File: src/rtl/engine_tone_gen.sv
// -----------------------------------------------------------------------------
// engine_tone_gen
//
// Engine-sound sample generator for the racing game audio path. A 16-bit
// phase accumulator produces a sawtooth whose pitch follows the car speed.
// Its amplitude is scaled by a volume that a small state machine fades in and
// out. The 8-bit result feeds the duty input of the downstream 8-bit PWM
// audio stage. Midscale (128) is silence.
//
// Optional build macro:
//   ENGINE_SQUARE_MIX_EN  - when defined, the sawtooth is averaged with a
//                           square wave taken from phase[15]. This gives a
//                           harsher, growl-like tone. Scaling and state
//                           behaviour are unchanged.
//
// Ports:
//   clk          in   1  system clock (100 MHz)
//   rst_n        in   1  asynchronous active-low reset
//   en           in   1  level: 1 = engine audible, 0 = fade to silence
//   speed        in   8  unsigned car speed
//   speed_valid  in   1  one-cycle strobe; speed is captured while high
//   duty         out  8  audio sample for the PWM duty input
//   sample_tick  out  1  one-cycle pulse marking each sample update
//   busy         out  1  high whenever the state machine is not IDLE
// -----------------------------------------------------------------------------
module engine_tone_gen #(
   parameter int unsigned SAMPLE_DIV = 256,  // clocks per sample, 2..65535
   parameter int unsigned BASE_INC   = 40,   // idle phase increment, 0..1024
   parameter int unsigned SPEED_GAIN = 32,   // increment per speed unit, 0..64
   parameter int unsigned VOL_STEP   = 4     // volume step per sample, 1..255
) (
   input  logic       clk,
   input  logic       rst_n,
   input  logic       en,
   input  logic [7:0] speed,
   input  logic       speed_valid,
   output logic [7:0] duty,
   output logic       sample_tick,
   output logic       busy
);

   typedef enum logic [1:0] {
      IDLE     = 2'd0,
      FADE_IN  = 2'd1,
      RUN      = 2'd2,
      FADE_OUT = 2'd3
   } state_t;

   localparam int unsigned DIV_W = (SAMPLE_DIV > 2) ? $clog2(SAMPLE_DIV) : 1;
   localparam logic [DIV_W-1:0] DIV_LAST = DIV_W'(SAMPLE_DIV - 1);
   localparam logic [15:0]      BASE16   = 16'(BASE_INC);
   localparam logic [15:0]      GAIN16   = 16'(SPEED_GAIN);
   localparam logic [8:0]       STEP9    = 9'(VOL_STEP);
   localparam logic [7:0]       STEP8    = 8'(VOL_STEP);
   localparam logic [7:0]       MIDSCALE = 8'd128;
   localparam logic [7:0]       VOL_MAX  = 8'hFF;

   // Registered state
   state_t           state_q;
   logic [DIV_W-1:0] divider;
   logic [7:0]       speed_reg;
   logic [15:0]      phase_q;
   logic [7:0]       vol_q;

   // Next-state values
   state_t      state_d;
   logic [15:0] phase_d;
   logic [7:0]  vol_d;
   logic [7:0]  duty_d;

   // Datapath
   logic               tick;
   logic [15:0]        inc;
   logic [7:0]         wave;
   logic signed [8:0]  s;
   logic signed [17:0] s_ext;
   logic signed [17:0] v_ext;
   logic [7:0]         duty_calc;
   logic [8:0]         vol_up_sum;
   logic [7:0]         vol_up;
   logic [7:0]         vol_dn;

   // ---------------------------------------------------------------------------
   // Sample divider: tick is high on the last count of each period. Updates
   // happen on that edge, and sample_tick is the registered copy, so the pulse
   // lines up with the cycle in which the new duty value first appears.
   // ---------------------------------------------------------------------------
   assign tick = (divider == DIV_LAST);

   // NOTE: sequential state uses non-blocking (<=) so every register samples
   // pre-edge values; blocking here would create order-dependent races.
   always_ff @(posedge clk or negedge rst_n) begin
      if (!rst_n) begin
         divider     <= '0;
         sample_tick <= 1'b0;
      end else begin
         divider     <= tick ? '0 : divider + 1'b1;
         sample_tick <= tick;
      end
   end

   // Speed capture. The last strobe wins. inc reads speed_reg, so a capture
   // first moves the phase on the next tick after the capture edge.
   always_ff @(posedge clk or negedge rst_n) begin
      if (!rst_n) begin
         speed_reg <= '0;
      end else if (speed_valid) begin
         speed_reg <= speed;
      end
   end

   // The parameter limits keep this below 2^16, so no overflow is possible.
   assign inc = BASE16 + 16'(speed_reg) * GAIN16;

   // ---------------------------------------------------------------------------
   // Waveform and amplitude scaling from the pre-update phase and volume
   // ---------------------------------------------------------------------------
`ifdef ENGINE_SQUARE_MIX_EN
   // A 9-bit sum of saw and square, halved back to 8 bits.
   assign wave = 8'(({1'b0, phase_q[15:8]} + (phase_q[15] ? 9'd255 : 9'd0)) >> 1);
`else
   assign wave = phase_q[15:8];
`endif

   assign s     = $signed({1'b0, wave}) - 9'sd128;   // -128..127
   assign s_ext = 18'(s);
   assign v_ext = {10'd0, vol_q};

   // The arithmetic shift floors toward -inf, giving -128..126. Adding
   // midscale modulo 256 then yields 0..254 without a wider intermediate.
   assign duty_calc = 8'((s_ext * v_ext) >>> 8) + MIDSCALE;

   // Saturating volume steps
   assign vol_up_sum = {1'b0, vol_q} + STEP9;
   assign vol_up     = vol_up_sum[8] ? VOL_MAX : vol_up_sum[7:0];
   assign vol_dn     = (vol_q <= STEP8) ? 8'd0 : vol_q - STEP8;

   // ---------------------------------------------------------------------------
   // State machine: next state, phase, volume and duty
   // ---------------------------------------------------------------------------
   // NOTE: every signal driven here gets a default first, so no path leaves
   // it unassigned and no latch is inferred.
   always_comb begin
      state_d = state_q;
      phase_d = phase_q;
      vol_d   = vol_q;
      duty_d  = duty;

      if (tick && state_q != IDLE) begin
         phase_d = phase_q + inc;
         duty_d  = duty_calc;
      end

      unique case (state_q)
         IDLE: begin
            phase_d = '0;
            vol_d   = '0;
            duty_d  = MIDSCALE;
            if (en) state_d = FADE_IN;
         end

         FADE_IN: begin
            if (tick) vol_d = vol_up;
            // An en change on a tick cycle still applies this state's vol step.
            if (!en)                          state_d = FADE_OUT;
            else if (tick && vol_up == VOL_MAX) state_d = RUN;
         end

         RUN: begin
            if (!en) state_d = FADE_OUT;
         end

         FADE_OUT: begin
            if (tick) vol_d = vol_dn;
            if (en) begin
               state_d = FADE_IN;
            end else if (tick && vol_dn == 8'd0) begin
               state_d = IDLE;
               phase_d = '0;
            end
         end
      endcase
   end

   always_ff @(posedge clk or negedge rst_n) begin
      if (!rst_n) begin
         state_q <= IDLE;
         phase_q <= '0;
         vol_q   <= '0;
         duty    <= MIDSCALE;
      end else begin
         state_q <= state_d;
         phase_q <= phase_d;
         vol_q   <= vol_d;
         duty    <= duty_d;
      end
   end

   assign busy = (state_q != IDLE);

endmodule

File: config.mk
export PLATFORM = sky130hd
export DESIGN_NAME = engine_tone_gen
export DESIGN_NICKNAME = d
export VERILOG_FILES = /design/src/rtl/engine_tone_gen.sv
export SDC_FILE = /design/constraint.sdc
export NUM_CORES = 1
export LEC_CHECK = 0
export CAP_MARGIN = 40
export CORE_ASPECT_RATIO = 2
export CORE_MARGIN = 4
export CORE_UTILIZATION = 60
export CTS_CLUSTER_DIAMETER = 30
export CTS_CLUSTER_SIZE = 14
export DETAILED_ROUTE_END_ITERATION = 10
export GPL_ROUTABILITY_DRIVEN = 0
export PLACE_DENSITY = 0.88
export SLEW_MARGIN = 0
export SYNTH_ARGS = -nofsm -noshare
export SYNTH_HDL_FRONTEND = slang
export SYNTH_SLANG_ARGS = --single-unit
File: constraint.sdc
create_clock -name clk -period 8.4 [get_ports clk]
set_input_delay 1.68 -clock clk [delete_from_list [all_inputs] [get_ports clk]]
set_output_delay 1.68 -clock clk [all_outputs]
set_load 0.05 [all_outputs]
==> metrics.yaml <==
synth_most_common_cell: "inv_1"
timing.fmax_ghz: 0.2010
synthXorXnorAreaFrac_pct: 4.345
fin_hold_ws_ps: 497.0
finalSetupViolations: 0
detail-route-antenna-nets: 0
track_usage_pct: 26.06
largest_reg_flops: 13
start_kind: "flip-flop"
setup_tns_ps: 0
grt_pass1_wl_mm: 21.05
rsz0062_at_grt: "no"
drt-total-wl_mm: 12.63
path_class: "flip-flop to flip-flop"
cts_buffers: 5
cts_tree: "built"
synthesis.area_sq_um: 5241
yosys.area_share.adder_pct: 32.37
yosysTopAreaCell: "dfrtp_1"
drive_gt1_share_pct: 7.130
hold_violations: 0
die_w_um: 74.09
routed_via_density: 6.264
area_growth_pct: 8.833
fillers: 641
drc_errors: 0
htree_levels: 2
antenna_found_initial: 0
path_cells: "nand2_1 > fa_1 > inv_1 > fa_1 > ha_1 > inv_1 > fa_1 > inv_1 > ha_1 > and4b_2 > a2111oi_4 > nor3_2 > a211o_4 > o31ai_1 > xor2_1 > a211oi_1"
syn-num-nets: 680
final.setup.worst_slack_ps: 3426
p_leak_nw: 2.798
ir_worst_vdd_uv: 334.3
slowest_stage: "dfrtp_1"
final_core_util_pct: 66.42
fin_crit_sh_pct: 59.22
drv_cap: 0
cts.repair.resized: 0
portBuffers: 21
ios: 22
finalPower_mw: 1.523
crit_required_ps: 8550
crit_buf_inv: 3
yosysWarnings: 0
diodes: 0
worst_slew_pin_slew_ps: 985.6
fin_crit_ps: 4974
final_nets: 691
postSynthAreaPerCell_sq_um: 9.310
crit_path_max_incr_delay_ps: 670
drt-pass1-iter-count: 6
clkSinkCount: 48
fp.dieH_um: 140.2
skew_ps: 5.212
seq_area_frac_synth_pct: 22.94
core_area_sq_um: 8588
synth_cells: 563
drv_slew: 0
synth_edf_count: 0
synthTopCellsByArea: "dfrtp_1 (22%), fa_1 (19%), ha_1 (13%), inv_1 (6.4%), and2_1 (3.6%)"
synthArstFlopShare_pct: 100.0
drt_iter0_markers: 253
grt_max_degree: 26
avgRoutedWirePerCell_um: 18.71
worst-path-max-fanout: 15
synth-simple-area-share_pct: 15.85
end_kind: "flip-flop"
dp_hpwl_mm: 9.808
cts-root-buf: "clkbuf_16"
cts_setup_buffers: 0
ys_top_cells_by_count: "inv_1 (89), ha_1 (54), fa_1 (51), nand2_1 (50), dfrtp_1 (47)"
synth_mux_area_share_pct: 2.769
min_path_type: "flip-flop to flip-flop"
grt_pass1_vias: 4665
largest-register: "phase_q"
cellPowerDensity_nw_per_um2: 266.9
yosys_most_used_dff: "dfrtp_1"
overflow: 0
path_clk_slew_ps: 70
synth_compound_area_share_pct: 13.37
cp.arrival_ps: 5120
die_area_sq_um: 10390
outcome: "completed"
initial_core_util_pct: 61.03
crit_family: "adder cells"
maxSlewHeadroom_pct: 32.59
pre_cts_slack_ps: 3476
synth_top_family_by_area: "adder cells"
clock_path_buffers: 2
ctsHoldBuffers: 0
vias: 4228
netlist.area_leader.share_pct: 22.44
ys_ff_latch: 48
row_count: 48
synthDistinctLibCells: 62
worstSkewPairLatency_ps: 290
==> stage by stage <==
step	cell area [sq um]	cells
6_report	5704	675
3_3_place_gp	5483	666
3_5_place_dp	5510	667
2_1_floorplan	5241	563
5_1_grt	5704	675
4_1_cts	5704	675
==> worst register-to-register path, cell delays in order (launching register included) <==
cell	delay, ps
dfrtp_1	670
nand2_1	160
fa_1	570
inv_1	60
fa_1	450
ha_1	300
inv_1	50
fa_1	520
inv_1	40
ha_1	270
and4b_2	220
a2111oi_4	400
nor3_2	90
a211o_4	360
o31ai_1	270
xor2_1	270
a211oi_1	120
==> where the power goes <==
group	internal, mW	switching (mW)	total (mW)
Sequential	0.251	0.0670	0.318
Combinational	0.391	0.550	0.941
Clock	0.172	0.0913	0.263
Total	0.814	0.709	1.52
==> layout make-up <==
class | count | area, sq um | share of cell area, %
Inverter | 89 | 334.1 | 5.857
Sequential cell | 48 | 1202 | 21.08
Clock buffer | 5 | 125.1 | 2.193
Timing Repair Buffer | 24 | 247.7 | 4.343
Clock inverter | 3 | 68.82 | 1.206
Tap cell | 100 | 125.1 | 2.193
Multi-Input combinational cell | 406 | 3601 | 63.13
==> routing by layer <==
layer  wire (um)  track usage, %  vias up
met5           0               0        -
met1        4081           26.08     2114
li1            -               -     1863
met2        7138           47.66      185
met3         592           3.592       66
met4         817           16.52        0
==> worst paths after layout <==
check | startpoint | endpoint | slack [ps] | cells after the start
hold reg to reg | divider[6] | divider[6] | 500 | 1
setup reg to reg | vol_q[2] | duty[5] | 3430 | 16
min in group asynchronous | rst_n | vol_q[3] | 1410 | 1
setup / recovery | vol_q[2] | duty[5] | 3430 | 16
hold / removal | divider[6] | divider[6] | 500 | 1
max in group asynchronous | rst_n | vol_q[7] | 6450 | 2
==> cells in the final DEF (no fill, tap or decap), types with 3 or more instances in the layout <==
master           instances
xor2_1                   8
a21o_1                   3
and2_1                  30
mux2i_1                  4
nand3_1                 10
a21oi_1                 33
nor2b_1                  4
o21a_1                   6
o31ai_1                  6
a211oi_1                 4
nor2_1                  24
a31oi_1                  4
and3_1                   3
nand2b_1                 9
fa_1                    51
clkbuf_16                5
clkdlybuf4s50_1         20
xnor2_1                 18
inv_1                   89
mux2_2                   8
nor3_1                   8
and2_2                   6
dfrtp_1                 47
nand2_1                 50
ha_1                    54
o21ai_0                 23
==> kinds of logic (layout without fill, tap and decap cells) <==
| group | Yosys count | count (layout) |
|---|---|---|
| fa+ha+maj | 105 | 105 |
| buf+inv | 109 | 121 |
| simple gates | 160 | 160 |
| compound gates | 102 | 102 |
| mux | 13 | 13 |
| xor+xnor | 26 | 26 |
| flops | 48 | 48 |
(Power assumes the default switching activity.)
